File: config.mk
export PLATFORM = sky130hd
export DESIGN_NAME = imem_fetch_port_flat
export DESIGN_NICKNAME = d
export VERILOG_FILES = /design/src/rtl/imem_pkg.sv /design/src/rtl/imem_fetch_port_if.sv /design/src/rtl/fetch_rsp_fifo.sv /design/src/rtl/imem_fetch_port.sv /design/src/flat_wrapper.sv
export SDC_FILE = /design/constraint.sdc
export NUM_CORES = 1
export LEC_CHECK = 0
export CAP_MARGIN = 20
export CORE_ASPECT_RATIO = 1.4
export CORE_MARGIN = 10
export CORE_UTILIZATION = 40
export DETAILED_ROUTE_END_ITERATION = 8
export PLACE_DENSITY = 0.66
export RECOVER_POWER = 100
export SYNTH_ARGS = -nofsm -noshare
export SYNTH_HDL_FRONTEND = slang
export SYNTH_SLANG_ARGS = --single-unit
File: constraint.sdc
create_clock -name clk -period 8.2 [get_ports clk]
set_clock_uncertainty 0.15 [all_clocks]
set_input_delay 0.82 -clock clk [delete_from_list [all_inputs] [get_ports clk]]
set_output_delay 0.82 -clock clk [all_outputs]
set_load 0.02 [all_outputs]
File: src/rtl/imem_pkg.sv
// rtl/imem_pkg.sv - shared types and constants for the instruction memory fetch port
package imem_pkg;

  localparam int IMEM_XLEN = 64;
  localparam int IMEM_ILEN = 32;

  localparam logic [IMEM_ILEN-1:0] ILLEGAL_INSN = 32'hFFFF_FFFF;

  typedef enum logic [1:0] {
    FAULT_NONE     = 2'b00,
    FAULT_MISALIGN = 2'b01,
    FAULT_RANGE    = 2'b10
  } fault_e;

  // Buffered response tuple; widths follow the package defaults used by the top.
  typedef struct packed {
    logic [IMEM_ILEN-1:0] insn;
    logic [IMEM_XLEN-1:0] addr;
    fault_e               fault;
  } fetch_rsp_t;

endpackage

File: src/rtl/imem_fetch_port_if.sv
// rtl/imem_fetch_port_if.sv - fetch request/response, flush and program-load signal bundle
interface imem_fetch_port_if #(
  parameter int XLEN  = 64,
  parameter int ILEN  = 32,
  parameter int IDX_W = 5
);

  logic             req_valid;
  logic             req_ready;
  logic [XLEN-1:0]  req_addr;
  logic             rsp_valid;
  logic             rsp_ready;
  logic [ILEN-1:0]  rsp_insn;
  logic [XLEN-1:0]  rsp_addr;
  logic [1:0]       rsp_fault;
  logic             flush;
  logic             wr_en;
  logic [IDX_W-1:0] wr_idx;
  logic [ILEN-1:0]  wr_data;

  modport master (
    output req_valid, req_addr, rsp_ready, flush, wr_en, wr_idx, wr_data,
    input  req_ready, rsp_valid, rsp_insn, rsp_addr, rsp_fault
  );

  modport slave (
    input  req_valid, req_addr, rsp_ready, flush, wr_en, wr_idx, wr_data,
    output req_ready, rsp_valid, rsp_insn, rsp_addr, rsp_fault
  );

endinterface

File: src/rtl/fetch_rsp_fifo.sv
// rtl/fetch_rsp_fifo.sv - two-entry in-order response buffer with flush
module fetch_rsp_fifo
  import imem_pkg::*;
(
  input  logic       clk,
  input  logic       rst_n,
  input  logic       push,
  input  fetch_rsp_t push_data,
  input  logic       pop,
  input  logic       flush,
  output logic [1:0] count,
  output fetch_rsp_t head
);

  fetch_rsp_t slots [2];
  logic       wr_ptr;
  logic       rd_ptr;

  // Caller guarantees push only when count < 2 and pop only when count > 0.
  always_ff @(posedge clk) begin
    if (!rst_n) begin
      slots[0] <= '0;
      slots[1] <= '0;
      wr_ptr   <= 1'b0;
      rd_ptr   <= 1'b0;
      count    <= 2'd0;
    end else if (flush) begin
      wr_ptr <= 1'b0;
      rd_ptr <= 1'b0;
      count  <= 2'd0;
    end else begin
      if (push) begin
        slots[wr_ptr] <= push_data;
        wr_ptr        <= ~wr_ptr;
      end
      if (pop) begin
        rd_ptr <= ~rd_ptr;
      end
      count <= count + 2'(push) - 2'(pop);
    end
  end

  assign head = slots[rd_ptr];

endmodule

File: src/rtl/imem_fetch_port.sv
// rtl/imem_fetch_port.sv - runtime-loadable instruction memory with buffered, fault-checked fetch
module imem_fetch_port
  import imem_pkg::*;
#(
  parameter int              XLEN         = IMEM_XLEN,
  parameter int              ILEN         = IMEM_ILEN,
  parameter int              DEPTH        = 32,
  parameter logic [ILEN-1:0] ILLEGAL_INSN = imem_pkg::ILLEGAL_INSN
) (
  input logic               clk,
  input logic               rst_n,
  imem_fetch_port_if.slave  bus
);

  localparam int IDX_W = $clog2(DEPTH);

  logic [ILEN-1:0]  mem [DEPTH];
  logic [XLEN-3:0]  word_addr;
  logic [IDX_W-1:0] rd_idx;
  logic             misalign;
  logic             out_of_range;
  logic             push;
  logic             pop;
  logic [1:0]       count;
  fetch_rsp_t       push_data;
  fetch_rsp_t       head;

  assign word_addr    = bus.req_addr[XLEN-1:2];
  assign rd_idx       = bus.req_addr[IDX_W+1:2];
  assign misalign     = (bus.req_addr[1:0] != 2'b00);
  // Full-width compare so addresses beyond DEPTH never alias onto low words.
  assign out_of_range = (word_addr >= (XLEN-2)'(DEPTH));

  assign bus.req_ready = rst_n && !bus.flush && (count < 2'd2);
  assign push          = bus.req_valid && bus.req_ready;
  assign pop           = bus.rsp_valid && bus.rsp_ready;

  always_comb begin
    push_data.addr  = bus.req_addr;
    push_data.insn  = ILLEGAL_INSN;
    push_data.fault = FAULT_NONE;
    if (misalign) begin
      push_data.fault = FAULT_MISALIGN;
    end else if (out_of_range) begin
      push_data.fault = FAULT_RANGE;
    end else begin
      push_data.insn = mem[rd_idx];
    end
  end

  // Memory is intentionally not reset so a loaded image survives reset.
  always_ff @(posedge clk) begin
    if (rst_n && bus.wr_en) begin
      mem[bus.wr_idx] <= bus.wr_data;
    end
  end

  fetch_rsp_fifo u_fifo (
    .clk       (clk),
    .rst_n     (rst_n),
    .push      (push),
    .push_data (push_data),
    .pop       (pop),
    .flush     (bus.flush),
    .count     (count),
    .head      (head)
  );

  assign bus.rsp_valid = (count != 2'd0);
  assign bus.rsp_insn  = head.insn;
  assign bus.rsp_addr  = head.addr;
  assign bus.rsp_fault = head.fault;

endmodule

File: src/flat_wrapper.sv
// flat-port wrapper written by rule: the top's interface ports become plain ports
module imem_fetch_port_flat import imem_pkg::*;
#(
  parameter int              XLEN         = IMEM_XLEN,
  parameter int              ILEN         = IMEM_ILEN,
  parameter int              DEPTH        = 32,
  parameter logic [ILEN-1:0] ILLEGAL_INSN = imem_pkg::ILLEGAL_INSN
)
  (clk, rst_n, bus_req_valid, bus_req_addr, bus_rsp_ready, bus_flush, bus_wr_en, bus_wr_idx, bus_wr_data, bus_req_ready, bus_rsp_valid, bus_rsp_insn, bus_rsp_addr, bus_rsp_fault);
  imem_fetch_port_if #(.XLEN(XLEN), .ILEN(ILEN)) bus_i ();
  input logic clk;
  input logic rst_n;
  input wire logic [$bits(bus_i.req_valid)-1:0] bus_req_valid;
  input wire logic [$bits(bus_i.req_addr)-1:0] bus_req_addr;
  input wire logic [$bits(bus_i.rsp_ready)-1:0] bus_rsp_ready;
  input wire logic [$bits(bus_i.flush)-1:0] bus_flush;
  input wire logic [$bits(bus_i.wr_en)-1:0] bus_wr_en;
  input wire logic [$bits(bus_i.wr_idx)-1:0] bus_wr_idx;
  input wire logic [$bits(bus_i.wr_data)-1:0] bus_wr_data;
  output wire logic [$bits(bus_i.req_ready)-1:0] bus_req_ready;
  output wire logic [$bits(bus_i.rsp_valid)-1:0] bus_rsp_valid;
  output wire logic [$bits(bus_i.rsp_insn)-1:0] bus_rsp_insn;
  output wire logic [$bits(bus_i.rsp_addr)-1:0] bus_rsp_addr;
  output wire logic [$bits(bus_i.rsp_fault)-1:0] bus_rsp_fault;
  assign bus_i.req_valid = bus_req_valid;
  assign bus_i.req_addr = bus_req_addr;
  assign bus_i.rsp_ready = bus_rsp_ready;
  assign bus_i.flush = bus_flush;
  assign bus_i.wr_en = bus_wr_en;
  assign bus_i.wr_idx = bus_wr_idx;
  assign bus_i.wr_data = bus_wr_data;
  assign bus_req_ready = bus_i.req_ready;
  assign bus_rsp_valid = bus_i.rsp_valid;
  assign bus_rsp_insn = bus_i.rsp_insn;
  assign bus_rsp_addr = bus_i.rsp_addr;
  assign bus_rsp_fault = bus_i.rsp_fault;
  imem_fetch_port #(.XLEN(XLEN), .ILEN(ILEN), .DEPTH(DEPTH), .ILLEGAL_INSN(ILLEGAL_INSN)) u_core (.clk(clk), .rst_n(rst_n), .bus(bus_i));
endmodule
# Word level (Yosys, flattened, before mapping)
# Memories as Yosys holds them, arrays and structs flattened. A register that Yosys moved wholly into a read port is not among the register bits.
# Cells that the tools add are included.
# Widths: inputs -> output; s select.
[totals] reg_bits=4 ramBits=1220 inputBits=107 out_inout_bits=100 wordCells=38 mem_count=2
[classes] add_sub_neg=2 n_lt_le_gt_ge=2 mux=16 n_bitwise=3 reduce_logical=10
[mem_list] memory="u_core.mem" depth=32 word_bits=32 rd=1 rd_clocked_by_memory_dff=0 write_ports=1 line="imem_fetch_port.sv:17" text="logic [ILEN-1:0] mem [DEPTH];"
[mem_list] memory="u_core.u_fifo.slots" depth=2 word_bits=98 rd=1 rd_clocked_by_memory_dff=1 write_ports=2 line="fetch_rsp_fifo.sv:15" text="fetch_rsp_t slots [2];"
[op_table] operator="$mux 98" n=1
[op_table] operator="$reduce_or 98->1" n=1
[op_table] operator="$mux 32" n=2
[op_table] operator="$ge 62x6->1 const B" n=1
[op_table] operator="$mux 1" n=11
[op_table] operator="$logic_and 1x1->1" n=5
[op_table] operator="$mux 2" n=2
[op_table] operator="$reduce_bool 2->1" n=2
[op_table] operator="$not 1->1" n=3
[op_table] operator="$add 2x1->2" n=1
[op_table] operator="$lt 2x2->1 const B" n=1
[op_table] operator="$reduce_or 2->1" n=1
[op_table] operator="$sub 2x1->2" n=1
[op_table] operator="$logic_not 1->1" n=1

# Logic depth before layout (Yosys ltp)
# Gate-level depths: netlist of run 1.
[logic_depth] depth_word=10 depth_mapped=9 depth_no_buf=9

# Cells and area by module
# Synthesis of run 1 repeated with hierarchy kept, for this count alone.
[hier_totals] hier_cells=2445 area_unflattened_um2=48312.6
[modules_own_cells] module="imem_fetch_port" n_inst=1 cells_each=1875 area_each_um2=39352.7 seq_area_each_um2=30749.5
[modules_own_cells] module="fetch_rsp_fifo" n_inst=1 cells_each=570 area_each_um2=8959.8 seq_area_each_um2=5985.7

# Worst setup path after synthesis of run 1
# Ideal clock, no wire load.
[synth_timing] path_type="in2reg" from="input bus_flush" to="memory u_core.u_fifo.slots[0][0] (netlist name), enable pin" setup_time_ns=0.461 t_arrival_ns=4.176 t_required_ns=7.589 slack_ns=3.414 stages=7 n_path_buf=2 path_cell_list="nand2b_1 nor2_2 nand2_1 or2_2 clkbuf_1 clkbuf_1 nand2_1"
[synth_lines] element="start: declaration" line="flat_wrapper.sv:16" text="input wire logic [$bits(bus_i.flush)-1:0] bus_flush;"
[synth_lines] element="end: declaration" line="fetch_rsp_fifo.sv:15"

==> results of run 1 <==
[path summary, 6_finish.rpt]
kind,cells past startpoint,slack [ns],end
worst max-delay path,8,2.13,u_core.u_fifo.slots[0][76]
worst min-delay path,2,0.40,flop
worst max register to register,6,2.93,u_core.u_fifo.slots[0][76]
worst min register to register,2,0.40,flop
[logic make-up (layout without fill, tap and decap cells)]
logic type               count (synthesis)  after routing  share of synthesized area
flip-flops                            1225           1225                     0.7665
multiplexers                           450            450                     0.1567
AND/OR/NAND/NOR                        299            299                    0.03349
AO/OA/AOI/OAI                          161            161                    0.02846
buffers and inverters                  134            477                    0.01384
XOR/XNOR                                 3              3                  0.0005483
adder cells (fa/ha/maj)                  2              2                  0.0005220
other                                    0              5                          0
[cell usage in the layout, fill, tap and decap left out, types with 3 or more instances in the layout]
master           Yosys  layout
a221oi_1            62      62
a41oi_1             64      64
and2_0               1      87
and2_1             130      44
and3_1               3       3
buf_12               0       3
buf_4               14      14
bufinv_16            0      17
clkbuf_1            66      74
clkbuf_16            0     108
clkdlybuf4s50_1      0      87
clkinv_1             0      19
clkinv_2             0      21
clkinvlp_4           0       7
dfxtp_1              5       5
diode_2              0       5
dlygate4sd3_1        0     116
edfxtp_1          1220    1220
mux2_1               0      16
mux2_2             161     145
mux2i_1             65      65
mux4_2             224     224
nand2_1             73      71
nand3_2              2       3
nand3b_1             3       3
nand4_1              3       3
nor2_1              46      37
nor2_4               0       9
nor2b_2              0       3
nor4_1               9       9
o21a_1              32      32
or2_2                3       3
or4_1                5       5
[sequential cells by signal, summed over array words and instances (netlist names), named ones only]
register / cells
u_core.u_fifo.count: 2
u_core.u_fifo.rd_ptr: 1
u_core.mem: 1024
u_core.u_fifo.wr_ptr: 1
u_core.u_fifo.slots: 196
[final cells by class]
class | count | area (um^2) | area share
Inverter | 2 | 7.507 | 0.0001354
Multi-Input combinational cell | 915 | 10640 | 0.1918
Clock inverter | 69 | 819.5 | 0.01478
Timing Repair Buffer | 279 | 2472 | 0.04458
Clock buffer | 127 | 2774 | 0.05002
Antenna cell | 5 | 12.51 | 0.0002256
Sequential cell | 1225 | 36740 | 0.6625
Tap cell | 1596 | 1997 | 0.03601
[per-layer routing]
layer | vias to the layer above | share of wire
li1 | 9965 | -
met5 | - | 0.00054
met2 | 951 | 0.52
met4 | 10 | 0.033
met3 | 226 | 0.066
met1 | 12560 | 0.38
[stage by stage]
| stage | util | power (W) |
|---|---|---|
| final | 0.4653 | 0.01286 |
| after global routing | 0.4652 | 0.01323 |
| after floorplan | - | 0.007498 |
| after global placement | 0.4369 | 0.007808 |
| after CTS | 0.4674 | 0.01296 |
| after detailed placement | 0.4373 | 0.007831 |
[power groups by stage]
stage          Clock, W  Combinational [W]  Sequential [W]
2_1_floorplan         0           0.000379         0.00712
3_3_place_gp          0           0.000689         0.00712
3_5_place_dp          0           0.000705         0.00713
4_1_cts         0.00526           0.000708         0.00699
5_1_grt         0.00551           0.000731         0.00699
6_report        0.00518           0.000684         0.00699
[critical path: stages]
cell and delay (ns):
dlygate4sd3_1 0.74, nand2b_1 0.29, nor2_1 0.14, nand2_1 0.15
or2_2 0.13, clkbuf_1 2.15, nand2_4 1.12, buf_4 0.64
==> results.cfg, run 1 <==
[logic_synthesis]
ys_ff_latch = 1225
ys_seq_area_frac = 0.7665
ys_top_cells_by_count = edfxtp_1 (1220), mux4_2 (224), mux2_2 (161)
synthCells = 2274
synth_top_area_frac = 0.7644
netlist_area_mm2 = 0.04793
yosysTopAreaCell = edfxtp_1
synth_area_per_cell_um2 = 21.08
yosysMostFrequentCell = edfxtp_1
synthArstFlopShare = 0
synth_ff_type = edfxtp_1
synth.area.top_cells = edfxtp_1 (76%), mux4_2 (11%), mux2_2 (3.8%)
yosysUniqueCellTypes = 42
synth_fp_nets = 2383
synth_warnings = 0
synth-edff-count = 1220

[timing]
tightest_slew_ns = 3.485
worst_hold_slack_ns = 0.4034
fin_tns_setup_ns = 0
fin_ws_ns = 2.125
post-route-period-util = 0.7408
timing.fmax_ghz = 0.1646
slew_headroom = -1.324
hold_viol = 0
rsz0062_at_grt = no
report.final.slew_viol_count = 1306
setup-violations-final = 0
period_needed_ns = 6.075

[floorplanning]
die-height_um = 429.6
num_io_pins = 207
dieArea_mm2 = 0.1343
num_rows = 150
start_util = 0.4022
core_area_mm2 = 0.1192
die_x_um = 312.5

[critical_path]
r2r-start = u_core.u_fifo.count[1]
crit_start = rst_n
cp.required_ns = 8.40
arrival_ns = 6.28
end_kind = flop
start_kind = primary input
cp_max_fo = 51
crit_type = primary input to flop

[power_and_ir_drop]
pwr-share-comb = 0.053
power.share.clock = 0.403
leakagePower_nw = 17.58
p_seq_frac = 0.544
vdd_drop_max_mv = 0.1567
swShare = 0.2063
p_per_area_mw_per_mm2 = 231.8
switching_power_w = 0.002652
power_report.internal_total_w = 0.01020

[route]
postRouteWirelength_um = 117700
detail_route.wl_per_cell_um = 27.90
viasPerCell = 5.620
vias = 23710
postRouteAntennaNets = 0
route.detailed.drc = 0
drt-pass1-iter-count = 5
drtIter0Drc = 2128

[global_routing]
antenna_found_initial = 12
met2_usage = 0.3036
grt_pass1_vias = 24980
grt_busiest_layer = met2
grt_usage = 0.1720
grtUsageMet3 = 0.03284
grt_max_degree = 106
met1_usage = 0.2087
grt_pass1_wl_um = 170800
grt-ovfl-total = 0

[final_layout]
final_layout_size_suffix_gt1_frac = 0.2197
final_area_mm2 = 0.05545
fill_cells = 9774
fin_nets = 2639
area_growth_pct = 15.70
finalNonFillerCells = 4218

[worst_hold_path]
hold_path_class = flop to flop
hp-start = u_core.u_fifo.rd_ptr

[placed_design]
finalWeightedCongestion = 0.7836
portBuffers = 206
dp_cells = 3998
placed_area_mm2 = 0.05211
dp_hpwl_um = 66840
pre_cts_slack_ns = 3.142

[clock_network]
cts_hold_buf = 0
cts-root-buf = clkbuf_16
clockBufferDepth = 3
cts_tree = yes
cts_resized = 0
cts_max_level = 3
cts_buffers = 107
clk_pin_slew_worst_paths_ns = 0.07
clk-insertion-delay-late_ns = 0.72
cts_sinks = 1225
postCtsSetupRepairBufs = 0

[outcome]
outcome = finished with violations
violations = max-capacitance violations, max-slew violations

[job]
cap_violations = 58
No activity file was read; power rests on OpenSTA's default activity.
==> run 2: changes to the inputs <==
Clock period 8.2 ns to 6.3 ns, I/O delays scaled along.
==> run 2 against run 1 <==
Largest power group unchanged. Global-route usage is 0.69 points lower. Sequential cell count did not move. Utilization up 0.062 points. The flow still finishes with violations (max-capacitance violations, max-slew violations). Via count shrank 1.3%. Register-to-register slack worse by 0.82 ns. Hold slack got worse by 0.037 ns.
==> results.cfg, run 2 (synthesis gave the netlist of run 1 again) <==
[outcome]
outcome = finished with violations
violations = max-capacitance violations, max-slew violations

[route]
drtIter0Drc = 1992
postRouteAntennaNets = 0
drt-pass1-iter-count = 5
viasPerCell = 5.508
detail_route.wl_per_cell_um = 26.56
route.detailed.drc = 0
postRouteWirelength_um = 112800
vias = 23400

[placed_design]
finalWeightedCongestion = 0.8062
dp_hpwl_um = 70350
portBuffers = 206

[clock_network]
postCtsSetupRepairBufs = 0
cts_hold_buf = 0
cts-root-buf = clkbuf_16
cts_buffers = 109
clk-insertion-delay-late_ns = 0.72
clk_pin_slew_worst_paths_ns = 0.06
cts_sinks = 1225
clockBufferDepth = 3
cts_max_level = 3
cts_tree = yes
cts_resized = 0

[job]
cap_violations = 49

[timing]
report.final.slew_viol_count = 1355
hold_viol = 0
fin_tns_setup_ns = 0
rsz0062_at_grt = no
tightest_slew_ns = 2.986
setup-violations-final = 0
worst_hold_slack_ns = 0.3663
slew_headroom = -0.9980
timing.fmax_ghz = 0.2012
period_needed_ns = 4.971
post-route-period-util = 0.7891

[power_and_ir_drop]
power_report.internal_total_w = 0.01324
power.share.clock = 0.401
pwr-share-comb = 0.055
swShare = 0.2089
p_per_area_mw_per_mm2 = 301.4
p_seq_frac = 0.544
vdd_drop_max_mv = 0.2060
switching_power_w = 0.003497
leakagePower_nw = 17.63

[critical_path]
cp_max_fo = 42
worstPathCellList = dlygate4sd3_1 -> nand2b_1 -> nor2_1 -> nand2_1 -> or2_2 -> nand2_1 -> buf_4
crit_type = primary input to flop
slowest_stage = nand2_1
start_kind = primary input
cp_top_family = simple AND/OR/NAND/NOR gates
arrival_ns = 5.16
end_kind = flop
cpPeakStageDelay_ns = 1.59
crit_top_cell = nand2_1
cp.required_ns = 6.49
cp_num_buf_inv = 2

[floorplanning]
die-height_um = 429.6
start_util = 0.4022
num_io_pins = 207
dieArea_mm2 = 0.1343
core_area_mm2 = 0.1192
num_rows = 150
die_x_um = 312.5

[final_layout]
largest_reg_flops = 1024
fill_cells = 9745
area_growth_pct = 15.86
top_register = u_core.mem
seqCellArea_mm2 = 0.03674
mostFrequentLayoutCell = edfxtp_1
final_layout_size_suffix_gt1_frac = 0.2240
multiInputGateArea_mm2 = 0.01057
reg_top3 = u_core.mem (1024), u_core.u_fifo.slots (196), u_core.u_fifo.count (2)
fin_nets = 2664
layout_common_cells = edfxtp_1 (1220), mux4_2 (224), mux2_2 (158)

[global_routing]
grt-ovfl-total = 0
antenna_found_initial = 16
grt_pass1_vias = 24570
grt_max_degree = 90
grt_pass1_wl_um = 165900
grt_usage = 0.1651

[worst_hold_path]
hold_path_class = flop to flop
==> run 2: changes by cell type in the layout (fill, tap and decap cells not counted), sizes merged, moves of 3 or more <==
cell / change
dlygate4sd3: +13
diode: +5
clkbuf: +13
clkinv: +4
bufinv: -3
clkdlybuf4s50: -13
buf: +10
==> run 2: final cells by class <==
class,instances,area share
sequential,1225,0.6616
timing repair buffer,302,0.04635
clock buffer,127,0.05111
antenna,10,0.0004507
inverter,2,0.0001352
clock inverter,72,0.01395
multi-input combinational,915,0.1904
tap,1596,0.03596
==> run 2: metal layers <==
layer	GRT usage	vias to the layer above	routed length (um)
li1	-	10010	-
met5	0	-	53
met2	0.2825	951	57240
met4	0.05489	8	3163
met3	0.03327	188	8515
met1	0.2082	12250	43870
==> run 2: power groups by stage <==
| stage | Clock [W] | Sequential, W | Combinational, W |
|---|---|---|---|
| 6_report | 0.00672 | 0.00910 | 0.000918 |
| 5_1_grt | 0.00716 | 0.00911 | 0.000980 |
| 4_1_cts | 0.00685 | 0.00910 | 0.000960 |
| 3_5_place_dp | 0 | 0.00927 | 0.000955 |
| 3_3_place_gp | 0 | 0.00927 | 0.000931 |
| 2_1_floorplan | 0 | 0.00927 | 0.000494 |
==> run 2: final timing paths <==
kind	to	depth (start not counted)	from	slack (ns)
setup / recovery	u_core.u_fifo.slots[0][87]	7	rst_n	1.33
hold / removal	u_core.u_fifo.wr_ptr	2	u_core.u_fifo.wr_ptr	0.37
setup reg to reg	u_core.u_fifo.slots[0][87]	5	u_core.u_fifo.count[1]	2.11
hold reg to reg	u_core.u_fifo.wr_ptr	2	u_core.u_fifo.wr_ptr	0.37
==> run 2: tightest hold or removal path, stage by stage (launching register included) <==
cell and delay [ns]:
dfxtp_1 0.34, nand2_1 0.07, a21oi_1 0.06
==> run 2: per-stage QoR <==
step	worst slack, ns	area [um^2]	std cells	util	power (W)
3_5_place_dp	1.621	52330	4018	0.4391	0.01023
5_1_grt	1.043	55510	4243	0.4658	0.01724
6_report	1.329	55530	4249	0.4659	0.01674
3_3_place_gp	1.712	52160	4010	0.4377	0.01020
4_1_cts	2.078	55940	4217	0.4694	0.01690
2_1_floorplan	1.704	47930	2274	-	0.009759
==> run 3: changes to the inputs <==
Settings changed: PLACE_DENSITY 0.66 to 0.68.
Clock period 6.3 ns to 4.1 ns, I/O delays scaled along.
==> run 3 against run 2 <==
Utilization is 0.38 points higher. Setup slack worse by 0.91 ns. First-iteration DRC count is 4.4% higher. Critical path type unchanged. Via count is 2.5% higher. Global-route usage is 0.98 points higher. Total power is 53% higher. Die area stayed put. The run still ends with max-capacitance violations, max-slew violations left. Highest routed layer unchanged. Hold slack worse by 0.11 ns. Clock power is 52% higher. Cell area is 0.82% higher.
==> results.cfg, run 3 (synthesis gave the netlist of run 1 again) <==
[critical_path]
crit_type = primary input to flop
end_kind = flop
cp.required_ns = 4.23
cpPeakStageDelay_ns = 1.48
cp_max_fo = 19
worstPathCellList = dlygate4sd3_1 -> clkbuf_1 -> nand4_1 -> clkbuf_1 -> nor2_4 -> clkbuf_1
cp_top_family = buffers and inverters
slowest_stage = clkbuf_1
cp_num_buf_inv = 4
crit_top_cell = clkbuf_1
arrival_ns = 3.81
start_kind = primary input

[timing]
hold_viol = 0
fin_ws_ns = 0.4141
worst_hold_slack_ns = 0.2607
period_needed_ns = 3.686
report.final.slew_viol_count = 372
timing.fmax_ghz = 0.2713
setup-violations-final = 0
slew_headroom = -0.4126
tightest_slew_ns = 2.119
fin_tns_setup_ns = 0
post-route-period-util = 0.8990
rsz0062_at_grt = no

[global_routing]
grtUsageMet3 = 0.03154
grt_usage = 0.1749
grt-ovfl-total = 0
met1_usage = 0.2092
grt_max_degree = 65
met2_usage = 0.3065
grt_pass1_vias = 25420
antenna_found_initial = 12
grt_pass1_wl_um = 174100
grt_busiest_layer = met2

[route]
drtIter0Drc = 2079
vias = 23990
viasPerCell = 5.615
postRouteAntennaNets = 0
postRouteWirelength_um = 119500
route.detailed.drc = 0
drt-pass1-iter-count = 5
detail_route.wl_per_cell_um = 27.98

[final_layout]
layout_common_cells = edfxtp_1 (1220), mux4_2 (224), mux2_2 (161)
area_growth_pct = 16.81
reg_top3 = u_core.mem (1024), u_core.u_fifo.slots (196), u_core.u_fifo.count (2)
mostFrequentLayoutCell = edfxtp_1
top_register = u_core.mem
largest_reg_flops = 1024
fin_util = 0.4698
fin_nets = 2691
final_layout_size_suffix_gt1_frac = 0.2485

[power_and_ir_drop]
pwr-share-comb = 0.055
power.share.clock = 0.399
leakagePower_nw = 17.89
p_seq_frac = 0.547
swShare = 0.2127
vdd_drop_max_mv = 0.3578
power_report.internal_total_w = 0.02013
p_per_area_mw_per_mm2 = 456.8
switching_power_w = 0.005440

[clock_network]
cts_hold_buf = 0
clk_pin_slew_worst_paths_ns = 0.07
clockBufferDepth = 3
clk-insertion-delay-late_ns = 0.72
cts_buffers = 109
postCtsSetupRepairBufs = 0
cts_tree = yes
cts_resized = 0
cts_max_level = 3
cts-root-buf = clkbuf_16
cts_sinks = 1225

[placed_design]
dp_hpwl_um = 72770
pre_cts_slack_ns = 0.6163
portBuffers = 206
finalWeightedCongestion = 0.7997

[floorplanning]
die_x_um = 312.5
num_io_pins = 207
start_util = 0.4022
core_area_mm2 = 0.1192
num_rows = 150
die-height_um = 429.6
dieArea_mm2 = 0.1343

[worst_hold_path]
hold_path_class = primary input to flop

[outcome]
outcome = finished with violations
violations = max-capacitance violations, max-slew violations

[job]
cap_violations = 21
[run 3: cell count changes in the layout (fill, tap and decap cells not counted), moves of 5 or more]
cell and delta:
clkbuf_2 +20, diode_2 -5, and2_1 +11, clkbuf_1 -18
nor2_1 -21, buf_4 +14, inv_6 +5, and2_0 -11
nor2_4 +21, buf_12 +10
[run 3: layout make-up]
class	instances	area, um^2
diodes	5	12.51
clock buffers	125	2788
clock inverters	76	778.2
fillers	9732	63190
inverters	2	7.507
multi-input cells	915	10740
flip-flops and latches	1225	36740
well taps	1596	1997
repair buffers	329	2927
[run 3: final timing paths]
kind / endpoint / cells after the start / slack [ns] / startpoint
hold reg to reg: u_core.u_fifo.rd_ptr / 2 / 0.38 / u_core.u_fifo.rd_ptr
hold / removal: u_core.u_fifo.slots[0][23] / 2 / 0.26 / bus_req_addr[21]
setup / recovery: u_core.mem[23][2] / 6 / 0.41 / rst_n
setup reg to reg: u_core.u_fifo.slots[1][70] / 4 / 0.85 / u_core.u_fifo.count[1]
[run 3: power by group through the flow]
| stage | clock, W | combinational, W | sequential, W |
|---|---|---|---|
| 2_1_floorplan | 0 | 0.000759 | 0.0142 |
| 3_3_place_gp | 0 | 0.00141 | 0.0142 |
| 3_5_place_dp | 0 | 0.00144 | 0.0143 |
| 4_1_cts | 0.0104 | 0.00145 | 0.0140 |
| 5_1_grt | 0.0109 | 0.00149 | 0.0140 |
| 6_report | 0.0102 | 0.00140 | 0.0140 |
[run 3: metrics by stage]
stage                     total power (W)  std cells  instance area, um^2
after floorplan                   0.01499       2274                47930
after global placement            0.01565       4056                52680
after detailed placement          0.01570       4057                52690
after CTS                         0.02581       4258                56260
after global routing              0.02633       4268                55970
final                             0.02557       4273                55980
[run 3: routing by layer]
layer	vias up	wire, um
li1	10080	-
met1	12670	44510
met2	1014	62060
met3	222	7849
met4	8	5087
met5	-	40
